## src/rtl/spi_reg_ctrl.sv

```systemverilog
// SPI-slave byte stream to register-bus bridge: command byte selects address and
// direction, following bytes write or read consecutive registers.
module spi_reg_ctrl #(
    parameter logic [7:0]  IDLE_BYTE  = 8'hA5,
    parameter int unsigned RD_TIMEOUT = 15
) (
    input  logic       i_Clk,
    input  logic       i_Rst,
    input  logic       i_RX_DV,
    input  logic [7:0] i_RX_Byte,
    output logic       o_TX_DV,
    output logic [7:0] o_TX_Byte,
    input  logic       i_SPI_CS_n,
    output logic [6:0] o_Reg_Addr,
    output logic       o_Reg_WE,
    output logic [7:0] o_Reg_WData,
    output logic       o_Reg_RE,
    input  logic [7:0] i_Reg_RData,
    input  logic       i_Reg_RValid,
    output logic       o_Busy,
    output logic       o_Err
);

    localparam int unsigned AW = 7;
    localparam int unsigned DW = 8;
    localparam int unsigned CW = (RD_TIMEOUT > 1) ? $clog2(RD_TIMEOUT) : 1;
    localparam logic [DW-1:0] TIMEOUT_BYTE = 8'hEE;

    typedef enum logic [2:0] {
        IDLE,
        CMD,
        WRITE,
        RD_REQ,
        RD_WAIT,
        RD_SHIFT
    } state_t;

    state_t state, state_d;

    logic          cs_s1, cs_s2, cs_prev;
    logic [1:0]    sync_vld;
    logic          armed;
    logic          cs_fall_c, cs_end_c;
    logic [CW-1:0] cnt, cnt_d;

    logic          tx_dv_d, we_d, re_d, err_d, busy_d;
    logic [DW-1:0] tx_byte_d, wdata_d;
    logic [AW-1:0] addr_d;

    // CS synchronizer; armed only once a real high level has been seen after
    // reset, so CS held low across reset release never starts a transaction.
    always_ff @(posedge i_Clk) begin
        if (i_Rst) begin
            cs_s1    <= 1'b1;
            cs_s2    <= 1'b1;
            cs_prev  <= 1'b1;
            sync_vld <= 2'b00;
            armed    <= 1'b0;
        end else begin
            cs_s1    <= i_SPI_CS_n;
            cs_s2    <= cs_s1;
            cs_prev  <= cs_s2;
            sync_vld <= {sync_vld[0], 1'b1};
            if (sync_vld[1] && cs_s2) begin
                armed <= 1'b1;
            end
        end
    end

    assign cs_fall_c = armed & cs_prev & ~cs_s2;
    assign cs_end_c  = ~cs_prev & cs_s2;

    always_ff @(posedge i_Clk) begin
        if (i_Rst) begin
            state       <= IDLE;
            cnt         <= '0;
            o_TX_DV     <= 1'b0;
            o_TX_Byte   <= '0;
            o_Reg_Addr  <= '0;
            o_Reg_WE    <= 1'b0;
            o_Reg_WData <= '0;
            o_Reg_RE    <= 1'b0;
            o_Busy      <= 1'b0;
            o_Err       <= 1'b0;
        end else begin
            state       <= state_d;
            cnt         <= cnt_d;
            o_TX_DV     <= tx_dv_d;
            o_TX_Byte   <= tx_byte_d;
            o_Reg_Addr  <= addr_d;
            o_Reg_WE    <= we_d;
            o_Reg_WData <= wdata_d;
            o_Reg_RE    <= re_d;
            o_Busy      <= busy_d;
            o_Err       <= err_d;
        end
    end

    always_comb begin
        state_d   = state;
        cnt_d     = cnt;
        tx_dv_d   = 1'b0;
        tx_byte_d = o_TX_Byte;
        addr_d    = o_Reg_Addr;
        we_d      = 1'b0;
        wdata_d   = o_Reg_WData;
        re_d      = 1'b0;
        err_d     = o_Err;

        // Post-increment after the write strobe has used the current address.
        if (o_Reg_WE) begin
            addr_d = o_Reg_Addr + AW'(1);
        end

        case (state)
            IDLE: begin
                if (cs_fall_c) begin
                    tx_dv_d   = 1'b1;
                    tx_byte_d = IDLE_BYTE;
                    err_d     = 1'b0;
                    state_d   = CMD;
                end
            end
            CMD: begin
                if (i_RX_DV) begin
                    addr_d  = i_RX_Byte[AW-1:0];
                    state_d = i_RX_Byte[DW-1] ? RD_REQ : WRITE;
                end
            end
            WRITE: begin
                if (i_RX_DV) begin
                    wdata_d = i_RX_Byte;
                    we_d    = 1'b1;
                end
            end
            RD_REQ: begin
                re_d    = 1'b1;
                cnt_d   = '0;
                state_d = RD_WAIT;
                if (i_RX_DV) begin
                    err_d = 1'b1;
                end
            end
            RD_WAIT: begin
                if (i_RX_DV) begin
                    err_d = 1'b1;
                end
                if (i_Reg_RValid) begin
                    tx_dv_d   = 1'b1;
                    tx_byte_d = i_Reg_RData;
                    state_d   = RD_SHIFT;
                end else if (cnt == CW'(RD_TIMEOUT - 1)) begin
                    tx_dv_d   = 1'b1;
                    tx_byte_d = TIMEOUT_BYTE;
                    err_d     = 1'b1;
                    state_d   = RD_SHIFT;
                end else begin
                    cnt_d = cnt + CW'(1);
                end
            end
            RD_SHIFT: begin
                if (i_RX_DV) begin
                    addr_d  = o_Reg_Addr + AW'(1);
                    state_d = RD_REQ;
                end
            end
            default: state_d = IDLE;
        endcase

        // CS end aborts: byte already received still lands, but no new TX/RE.
        if (cs_end_c && (state != IDLE)) begin
            state_d   = IDLE;
            tx_dv_d   = 1'b0;
            tx_byte_d = o_TX_Byte;
            re_d      = 1'b0;
        end

        busy_d = (state_d != IDLE);
    end

endmodule

```

## config.mk

```make
export PLATFORM = sky130hd
export DESIGN_NAME = spi_reg_ctrl
export DESIGN_NICKNAME = d
export VERILOG_FILES = /design/src/rtl/spi_reg_ctrl.sv
export SDC_FILE = /design/constraint.sdc
export NUM_CORES = 1
export LEC_CHECK = 0
export ABC_AREA = 1
export CELL_PAD_IN_SITES_DETAIL_PLACEMENT = 1
export CELL_PAD_IN_SITES_GLOBAL_PLACEMENT = 2
export CORE_UTILIZATION = 23
export DETAILED_ROUTE_END_ITERATION = 7
export PLACE_DENSITY_LB_ADDON = 0.1
export SYNTH_ARGS = -nofsm -noshare
export SYNTH_HDL_FRONTEND = slang
export SYNTH_SLANG_ARGS = --single-unit
```

## constraint.sdc

```tcl
create_clock -name i_Clk -period 1.4 [get_ports i_Clk]
set_input_delay 0.28 -clock i_Clk [delete_from_list [all_inputs] [get_ports i_Clk]]
set_output_delay 0.28 -clock i_Clk [all_outputs]
set_load 0.03 [all_outputs]
```

**Yosys cells after proc, flatten, opt, wreduce, memory -nomap -nowiden**

Cells that the tools add are included.

- Reductions and logical operators: 14
- Multiplexer cells: 31
- Bitwise gates (word level): 7
- Equality and inequality tests: 10
- $add $sub $neg: 2

Operators with widths:

| cell | count |
|---|---|
| $mux 8 | 3 |
| $mux 7 | 3 |
| $mux 3 | 6 |
| $pmux 3 s6 | 1 |
| $pmux 8 s2 | 1 |
| $pmux 7 s2 | 1 |
| $mux 1 | 11 |
| $reduce_bool 3->1 | 3 |
| $mux 4 | 2 |
| $pmux 4 s2 | 1 |
| $add 7x1->7 const B | 1 |
| $eq 3x2->1 const B | 2 |
| $eq 3x3->1 const B | 2 |
| $ne 2x2->1 const B | 3 |
| $add 4x1->4 const B | 1 |
| $eq 4x4->1 const B | 1 |
| $not 1->1 | 4 |
| $reduce_and 2->1 | 2 |
| $reduce_and 4->1 | 1 |
| $reduce_bool 2->1 | 2 |
| $reduce_or 2->1 | 2 |
| $and 1x1->1 | 3 |
| $eq 3x1->1 const B | 1 |
| $logic_not 3->1 | 1 |
| other kinds (5) | 6 |

- Bits in registers: 41
- Bits of input ports: 21
- Word-level logic and storage cells: 80
- Output and inout bits: 28

**Logic depth before layout (Yosys ltp)**

Gate-level depths: netlist of run 1.

- Depth in word-level cells: 6
- Depth in mapped cells: 10
- Mapped depth without buffers: 10

**Worst setup path before layout of run 1**

Ideal clock, no wire load.

- Kind: reg2reg
- Start: register o_Reg_Addr[0]
- End: register o_Reg_Addr[6]
- Slack: -150 ps
- Setup time: 111 ps
- Cell stages (with the launch flop): 11
- Period minus slack after synthesis: 1,550 ps
- Path buffers: 0
- Arrival time: 1,439 ps
- Required time: 1,289 ps
- Cells stage by stage: dfxtp_1 ha_1 nand2_1 nor2_1 nand2_1 nand2_1 nand3_1 nand2_1 nor2_1 nor2_1 nor2_1

- Word-level cells in the longest chain between the ends: 4
- Elaborated cells on any way between the ends: 5
- Those cells by class: add/sub (1); mux (4)

Ends and longest elaborated chain:

| item | line | RTL |
|---|---|---|
| start: declaration | 14 | `output logic [6:0] o_Reg_Addr,` |
| start signal: assignment | 90 | `o_Reg_Addr <= addr_d;` |
| $add 7x1->7 * | 112, 163 |  |
| $mux 7 | 111 | `if (o_Reg_WE) begin` |
| $mux 7 (on tied branches) | 162, 125 |  |
| $pmux 7 s2 * | 115 | `case (state)` |

Mark *: on every way between the ends. The rest lies on a longest branch, timed or not.
A chain may end at the register's enable or synchronous reset.

**Worst setup path after layout of run 1**

- Start: register cnt[0]
- End: register o_Busy

- Word-level cells in the longest chain between the ends: 6

Ends and longest elaborated chain:

| item | line | RTL |
|---|---|---|
| start: declaration | 44 | `logic [CW-1:0] cnt, cnt_d;` |
| start signal: assignment | 87 | `cnt <= cnt_d;` |
| $eq 4x4->1 | 152 | `end else if (cnt == CW'(RD_TIMEOUT - 1)) begin` |
| $mux 3 | 152 |  |
| $mux 3 | 148 | `if (i_Reg_RValid) begin` |
| $pmux 3 s6 | 115 |  |
| $mux 3 | 171 | `if (cs_end_c && (state != IDLE)) begin` |
| $reduce_bool 3->1 | 178 | `busy_d = (state_d != IDLE);` |
| end signal: assignment | 94 | `o_Busy <= busy_d;` |
| end: declaration | 20 | `output logic o_Busy,` |

No other way between the ends.

==> flow_metrics.tcl, run 1 <==
set metrics [dict create \
    wirelength_mm 6.28 \
    peakVddDrop_uv 324 \
    drv_cap 0 \
    synth_area_leader_cell "dfxtp_1" \
    final_net_count 395 \
    grt_max_degree 15 \
    io_pins 49 \
    final_util_pct 40.5 \
    rr_endpoint "o_Busy" \
    hold_end "sync_vld[1]" \
    setup_slack_ns 0.0463 \
    syn_inst 270 \
    ys_seq_elements 41 \
    chipHeight_microns 93.1 \
    synthArstFlopShare_pct 0 \
    num_rows 32 \
    dr.pass1.iters 4 \
    clk_path_buf_depth 2 \
    dp.cells 460 \
    fin_crit_sh_pct 96.7 \
    fin_skew_ns 0.00953 \
    required_ns 1.59 \
    grt_pass1_wl_mm 10.5 \
    hp-class "reg2reg" \
    critPathKind "reg2reg" \
    ys_seq_area_share_pct 43.0 \
    cts_tree "yes" \
    rsz0062_at_grt "yes" \
    start_util_pct 24.2 \
    grt_overflow 0 \
    start_kind "register" \
    viasPerCell 4.40 \
    grt_pass1_vias 2177 \
    multi_input_area_sq_mm 0.00117 \
    worstPathArrival_ns 1.54 \
    place_hpwl_mm 4.78 \
    coreArea_sq_mm 0.00789 \
    timing.hold.ws_ns 0.408 \
    synthTopCellsByCount "nand2_1, nor2_1, dfxtp_1" \
    cts_root_buf "clkbuf_8" \
    drive_above_1_share_pct 34.1 \
    yosysWarnings 0 \
    syn-cell-area_sq_mm 0.00191 \
    slew_headroom_pct 78.0 \
    fin_cells 474 \
    worst_skew_pair.late_latency_ns 0.30 \
    worst_pin_slew_ns 0.331 \
    area_growth_pct 67.4 \
    timing.rr.start "cnt[0]" \
    outcome "finished clean" \
    fp.dieW_microns 93.1 \
    synth_edf_count 0 \
    r2r_slack_ns 0.05 \
    p_leak_nw 1.47 \
    cts-htree-levels 2 \
    rr_worst_depth 8 \
    clk_pin_slew_ns 0.09 \
    final.fill_count 974 \
    synth_most_common_cell "nand2_1" \
    ant_nets 0 \
    antenna_found_initial 0 \
    numCtsBuffers 5 \
    seq_area_sq_um 838 \
    dr.first_iter.drc_count 29 \
    antenna_cells 0 \
    cts_sinks 41 \
    holdCritStartpoint "sync_vld[0]" \
    die-area_sq_mm 0.00866 \
    ys.flop_type "dfxtp_1" \
    crit_fanout 4 \
    crit_slowest_cell "dfxtp_2" \
    vias 2086 \
    synth_cell_type_count 30 \
    endpoint_kind "register" \
    fmaxAchievable_mhz 739 \
    hold_path_depth 2 \
    place_congestion 0.696 \
    syn_avg_cell_area_sq_um 7.06 \
    finalHoldViolations 0 \
    syn_nets 294 \
    netlist_top_cells_area "dfxtp_1, nand2_1, nor2_1" \
    worstPathCellList "inv_2, ha_4, nand3_4, nand2_4, a21oi_4, nand3_2, nand2_2, o21ai_2" \
    port_buffers 48 \
    grt_usage_pct 15.7 \
    place_ws_ns -0.243 \
    critPathMaxStageDelay_ns 0.34 \
    power.density_mw_per_mm2 753 \
    drc_errors 0 \
    synth.top_cell.area_share_pct 43.0 \
    post-route-min-period_ns 1.35 \
    finalPower_mw 2.40 \
    setup_viol 0 \
    wl_per_cell_microns 13.2 \
    finalMaxSlewViolations 0 \
]
==> routing by layer <==
metal  wire, microns  up-vias  track usage [%]
li1                -     1067                -
met5               0        -                0
met1            2660      977             17.2
met4              60        0             5.00
met2            3280       36             29.4
met3             278        6             3.74
==> layout make-up <==
cell class              instances  share of cell area, %
clock buffers                   5                   2.16
clock inverters                 3                   1.37
inverters                      29                   3.68
multi-input cells             196                   36.7
flip-flops and latches         41                   26.3
well taps                     102                   4.00
repair buffers                 97                   25.6
repair inverters                1                  0.157
==> stage by stage <==
stage	instance area, sq um	TNS [ns]
3_5_place_dp	2820	-5.60
6_report	3190	0
3_3_place_gp	2820	-5.74
5_1_grt	3190	-0.209
2_1_floorplan	1910	0
4_1_cts	3000	-0.00875
==> how the worst max path moves through the flow <==
stage / start / endpoint / cells after the start / slack [ns]
after floorplan: o_Reg_Addr[0] / o_Reg_Addr[6] / 10 / 0.007
after global placement: i_RX_DV / o_Busy / 7 / -0.26
after detailed placement: i_RX_DV / o_Busy / 7 / -0.24
after CTS: cnt[0] / o_TX_Byte[0] / 8 / -0.009
after global routing: state[1] / o_TX_Byte[4] / 10 / -0.05
final: cnt[0] / o_Busy / 8 / 0.05
==> report_power, final <==
part | total, mW | leakage (nW) | switching, mW | internal, mW
registers | 1.19 | 0.336 | 0.0100 | 1.18
clock network | 0.988 | 0.0585 | 0.453 | 0.535
logic | 0.228 | 1.08 | 0.115 | 0.113
total | 2.40 | 1.47 | 0.578 | 1.83
==> repair_timing <==
action | in CTS | in global routing
endpoints found under the setup margin | 41 | 33
resized for setup | 47 | 64
buffers inserted | 2 | 3
hold buffers | 0 | 0
gates cloned | 0 | 2
pin swaps | 3 | 22
==> critical path: cells and delay by family (launching register included) <==
kind | cells | cell delay (ns)
DFF | 1 | 0.34
AOI/OAI and AO/OA | 2 | 0.33
adders and majority gates | 1 | 0.15
buffers and inverters | 1 | 0.05
and+or+nand+nor | 4 | 0.36
==> placed cells by master (no fill, tap or decap), types with 5 or more instances in the layout <==
cell and count:
a21oi_1 11, nor2_1 38, inv_2 5, nand2_1 47, dfxtp_1 33, buf_4 51
o21ai_1 10, nand2_2 8, dlygate4sd2_1 18, clkbuf_8 5, inv_1 20, nand3_1 19
o21ai_0 9, dfxtp_2 5, nor2_4 8, clkdlybuf4s50_1 19
==> sequential cells by signal (all words and copies together), names as in the netlist, 2 cells and up <==
name / cells
cnt: 4
o_Reg_Addr: 7
o_Reg_WData: 8
sync_vld: 2
state: 3
o_TX_Byte: 8
==> logic make-up (layout without fill, tap and decap cells) <==
family / after synthesis / in the layout / share of synthesized area [%]
fa+ha+maj: 3 / 3 / 1.97
compound gates: 47 / 47 / 14.2
xor+xnor: 4 / 4 / 1.84
flops: 41 / 41 / 43.0
buf+inv: 34 / 135 / 6.96
simple gates: 141 / 142 / 32.0
Power figures use the tool's default switching activity.
==> inputs of run 2 (changes only) <==
Settings changed: REMOVE_ABC_BUFFERS set to 1.
==> flow_metrics.tcl, run 2 (synthesis gave the netlist of run 1 again) <==
set metrics [dict create \
    grt_max_degree 16 \
    drive_above_1_share_pct 28.9 \
    clk_path_buf_depth 2 \
    drv_cap 0 \
    outcome "finished clean" \
    final_common_cell "nand2_1" \
    fin_crit_sh_pct 98.0 \
    final.fill_count 975 \
    dr.pass1.iters 4 \
    crit_fanout 5 \
    ant_nets 0 \
    worst_pin_slew_ns 0.328 \
    place_hpwl_mm 4.73 \
    clk_pin_slew_ns 0.10 \
    final_util_pct 38.3 \
    num_rows 32 \
    setup_viol 0 \
    p_leak_nw 1.40 \
    required_ns 1.60 \
    cts_root_buf "clkbuf_8" \
    cts-htree-levels 2 \
    worst_skew_pair.late_latency_ns 0.30 \
    post-route-min-period_ns 1.37 \
    critPathTopFamily "compound AO/OA/AOI/OAI gates" \
    final_net_count 386 \
    cts.hold.buffers_added 0 \
    drc_errors 0 \
    cp_num_buf_inv 1 \
    chipHeight_microns 93.1 \
    start_kind "register" \
    hp-class "reg2reg" \
    wirelength_mm 6.14 \
    fp.dieW_microns 93.1 \
    grt_usage_pct 14.7 \
    finalHoldViolations 0 \
    peakVddDrop_uv 387 \
    power.density_mw_per_mm2 747 \
    critPathKind "reg2reg" \
    place_congestion 0.715 \
    endpoint_kind "register" \
    io_pins 49 \
    fin_skew_ns 0.0131 \
    port_buffers 48 \
    numCtsBuffers 5 \
    start_util_pct 24.2 \
    die-area_sq_mm 0.00866 \
    grt_pass1_wl_mm 9.93 \
    grt_pass1_vias 2112 \
    reg_top3 "o_Reg_WData (8), o_TX_Byte (8), o_Reg_Addr (7)" \
    wl_per_cell_microns 13.2 \
    finalMaxSlewViolations 0 \
    worstPathCellList "inv_2, ha_4, nand3_4, nand2_4, a21oi_4, nor2_4, o21ai_1, nor2_1" \
    cts_sinks 41 \
    crit_slowest_cell "dfxtp_2" \
    cts_tree "yes" \
    layout_common_cells "nand2_1, buf_4, nor2_1" \
    dr.first_iter.drc_count 34 \
    grt_overflow 0 \
    coreArea_sq_mm 0.00789 \
    viasPerCell 4.41 \
    antenna_found_initial 0 \
    antenna_cells 0 \
    worstPathArrival_ns 1.57 \
    fin_setup_tns_ns 0 \
    critPathMaxStageDelay_ns 0.34 \
    vias 2052 \
    rsz0062_at_grt "yes" \
    slew_headroom_pct 78.2 \
    fmaxAchievable_mhz 729 \
    area_growth_pct 58.5 \
]
run 2: cell types whose count changed in the layout (fill, tap and decap cells not counted), sizes merged:
cell / before / now
inv: 28 / 29
dlymetal6s2s: 1 / 0
dlygate4sd2: 18 / 19
clkdlybuf4s50: 19 / 20
clkdlybuf4s15: 3 / 2
bufinv: 1 / 0
clkinvlp: 2 / 1
buf: 55 / 47
run 2: worst reg2reg max path, cell delays in order (launching register included):
cell	delay [ns]
dfxtp_2	0.34
inv_2	0.05
ha_4	0.15
nand3_4	0.09
nand2_4	0.07
a21oi_4	0.27
nor2_4	0.10
o21ai_1	0.14
nor2_1	0.06
run 2: cell type report:
type | instances | area, sq um | area share (%)
Multi-Input combinational cell | 196 | 1110 | 36.9
Tap cell | 102 | 128 | 4.22
Clock inverter | 3 | 25.0 | 0.828
Timing Repair Buffer | 89 | 748 | 24.8
Sequential cell | 41 | 830 | 27.5
Clock buffer | 5 | 68.8 | 2.28
Inverter | 29 | 109 | 3.60
run 2: power breakdown:
part,leakage (nW),internal [mW],total (mW),switching (mW)
combinational,1.02,0.111,0.221,0.110
clock,0.0447,0.361,0.844,0.483
sequential,0.336,1.18,1.19,0.0101
total,1.40,1.65,2.26,0.603
run 2: routing by layer:
layer  vias up  global-route usage, %  wire (microns)  part of all wire, %
met3         9                   2.93             257                  4.2
met5         -                      0               0                    0
met1       946                   17.0            2730                   44
met2        45                   27.1            3070                   50
li1       1052                      -               -                    -
met4         0                   4.62              84                  1.4
run 2: through the flow:
step | cell area (sq um) | power [mW] | hold WS, ns | setup WS [ns] | std cells
after floorplan | 1880 | 1.29 | 0.349 | -0.162 | 265
after global placement | 2770 | 1.44 | 0.394 | -0.238 | 454
after detailed placement | 2770 | 1.44 | 0.399 | -0.271 | 454
after CTS | 2880 | 2.30 | 0.413 | 0.00250 | 462
after global routing | 3020 | 2.37 | 0.434 | -0.0302 | 465
final | 3020 | 2.26 | 0.408 | 0.0277 | 465
run 2: final timing paths:
kind	from	to	depth (start not counted)	slack [ns]
min	sync_vld[0]	sync_vld[1]	2	0.41
min reg2reg	sync_vld[0]	sync_vld[1]	2	0.41
max reg2reg	cnt[0]	o_TX_Byte[5]	8	0.03
max	cnt[0]	o_TX_Byte[5]	8	0.03
run 2: repair_timing:
action / 4_1_cts / 5_1_grt
pin swaps: 1 / 15
buffers inserted: 0 / 3
setup endpoints to repair: 35 / 32
gates cloned: 0 / 1
resized for setup: 33 / 47
==> inputs of run 3 (changes only) <==
Settings changed: GPL_TIMING_DRIVEN set to 0.
==> flow_metrics.tcl, run 3 (synthesis gave the netlist of run 1 again) <==
set metrics [dict create \
    final_net_count 360 \
    grt_usage_pct 14.6 \
    cts-htree-levels 2 \
    r2r_slack_ns 0.03 \
    finalHoldViolations 0 \
    place_ws_ns -1.27 \
    critPathKind "reg2reg" \
    hp-class "reg2reg" \
    antenna_found_initial 0 \
    p_leak_nw 1.28 \
    fin_setup_tns_ns 0 \
    place_congestion 0.694 \
    place_hpwl_mm 4.14 \
    io_pins 49 \
    power.density_mw_per_mm2 778 \
    rr_endpoint "o_Busy" \
    port_buffers 48 \
    clk_pin_slew_ns 0.09 \
    post-route-min-period_ns 1.37 \
    fin_cells 439 \
    viasPerCell 4.46 \
    placed_area_sq_mm 0.00249 \
    cts_tree "yes" \
    numCtsBuffers 5 \
    grt_pass1_wl_mm 9.72 \
    start_util_pct 24.2 \
    ant_nets 0 \
    setup.worst_path.start "cnt[0]" \
    final_common_cell "nand2_1" \
    cts_sinks 41 \
    worst_skew_pair.late_latency_ns 0.30 \
    fp.dieW_microns 93.1 \
    wl_per_cell_microns 13.5 \
    setup_slack_ns 0.0255 \
    cts.hold.buffers_added 0 \
    reg_top3 "o_Reg_WData (8), o_TX_Byte (8), o_Reg_Addr (7)" \
    fin_skew_ns 0.00526 \
    antenna_cells 0 \
    cp_num_cells 8 \
    crit_path_end "o_Busy" \
    worstPathArrival_ns 1.57 \
    worstPathCellList "inv_2, ha_4, nand3_4, nand2_4, a21oi_4, nand3_2, nand2_2, o21ai_2" \
    drive_above_1_share_pct 24.3 \
    timing.hold.ws_ns 0.408 \
    outcome "finished clean" \
    critPathMaxStageDelay_ns 0.35 \
    peakVddDrop_uv 435 \
    rr_worst_depth 8 \
    grt_pass1_vias 2019 \
    chipHeight_microns 93.1 \
    clk_path_buf_depth 2 \
    cts_root_buf "clkbuf_8" \
    grt_overflow 0 \
    finalMaxSlewViolations 0 \
    setup_viol 0 \
    layout_common_cells "nand2_1, nor2_1, dfxtp_1" \
    required_ns 1.59 \
    dp.cells 415 \
    drc_errors 0 \
    wirelength_mm 5.93 \
    critPathTopFamily "simple AND/OR/NAND/NOR gates" \
    coreArea_sq_mm 0.00789 \
    timing.rr.start "cnt[0]" \
    crit_slowest_cell "dfxtp_2" \
    start_kind "register" \
    drv_cap 0 \
    cp_num_buf_inv 1 \
    worst_pin_slew_ns 0.344 \
    final_area_sq_mm 0.00284 \
    grt_max_degree 28 \
    num_rows 32 \
    fmaxAchievable_mhz 728 \
    vias 1956 \
    area_growth_pct 48.7 \
    dr.first_iter.drc_count 50 \
    endpoint_kind "register" \
    fin_crit_sh_pct 98.2 \
    die-area_sq_mm 0.00866 \
    slew_headroom_pct 77.2 \
    rsz0062_at_grt "yes" \
    crit_fanout 4 \
    dr.pass1.iters 4 \
]
==> run 3: cell count changes in the layout (fill, tap and decap cells not counted), moves of 3 or more <==
cell             change
nor3_2               -4
inv_1                -4
o21ai_1              -5
buf_4               -31
dfxtp_1              -4
nor3_1               +4
clkdlybuf4s15_2      +5
dfxtp_4              +4
o21ai_0              +3
==> run 3: how the worst min path moves through the flow <==
stage               cells after the start  slack [ns]            to        start
floorplan                               1        0.35  o_TX_Byte[0]        i_Rst
global placement                        2        0.39   sync_vld[1]  sync_vld[0]
detailed placement                      2        0.40   sync_vld[1]  sync_vld[0]
CTS                                     2        0.41   sync_vld[1]  sync_vld[0]
global route                            2        0.42   sync_vld[1]  sync_vld[0]
finish                                  2        0.41   sync_vld[1]  sync_vld[0]
==> run 3: area by class of cell <==
class	count	area, sq um
sequential	41	845
inverter	29	124
tap	102	128
fill	968	5050
clock inverter	3	21.3
clock buffer	5	68.8
timing repair buffer	63	563
multi-input combinational	196	1090
==> run 3: worst register-to-register path, delay by kind of cell (launching register included) <==
family | cells | cell delay [ns]
AND/OR/NAND/NOR | 4 | 0.38
flip-flops | 1 | 0.35
AO/OA/AOI/OAI | 2 | 0.33
adder cells (fa/ha/maj) | 1 | 0.16
buffers and inverters | 1 | 0.05
==> run 3: per-stage QoR <==
stage                     power (mW)  utilization (%)
final                           2.21             35.9
after global routing            2.32             35.9
after CTS                       2.25             34.8
after detailed placement        1.40             31.6
after global placement          1.40             31.6
after floorplan                 1.29                -
==> run 3: timing repair <==
action                                 4_1_cts  5_1_grt
setup buffers                                8        7
setup endpoints to repair                   63       28
cloned                                       1        0
gates resized for setup                     85       20
endpoints found under the hold margin        0        0
pin swaps                                   12       13
==> run 3: power by group <==
part           switching, mW  internal [mW]  leakage, nW  total [mW]
logic                  0.105         0.0891        0.893       0.194
clock network          0.472          0.355       0.0445       0.826
registers             0.0104           1.18        0.338        1.19
total                  0.587           1.62         1.28        2.21
==> run 3: metal layers <==
layer  track usage [%]  vias to the layer above  part of all wire (%)
met5                 0                        -                     0
met3              3.01                        7                   3.9
met1              16.7                      899                    44
met4              5.38                        0                   1.6
li1                  -                     1012                     -
met2              26.5                       38                    50
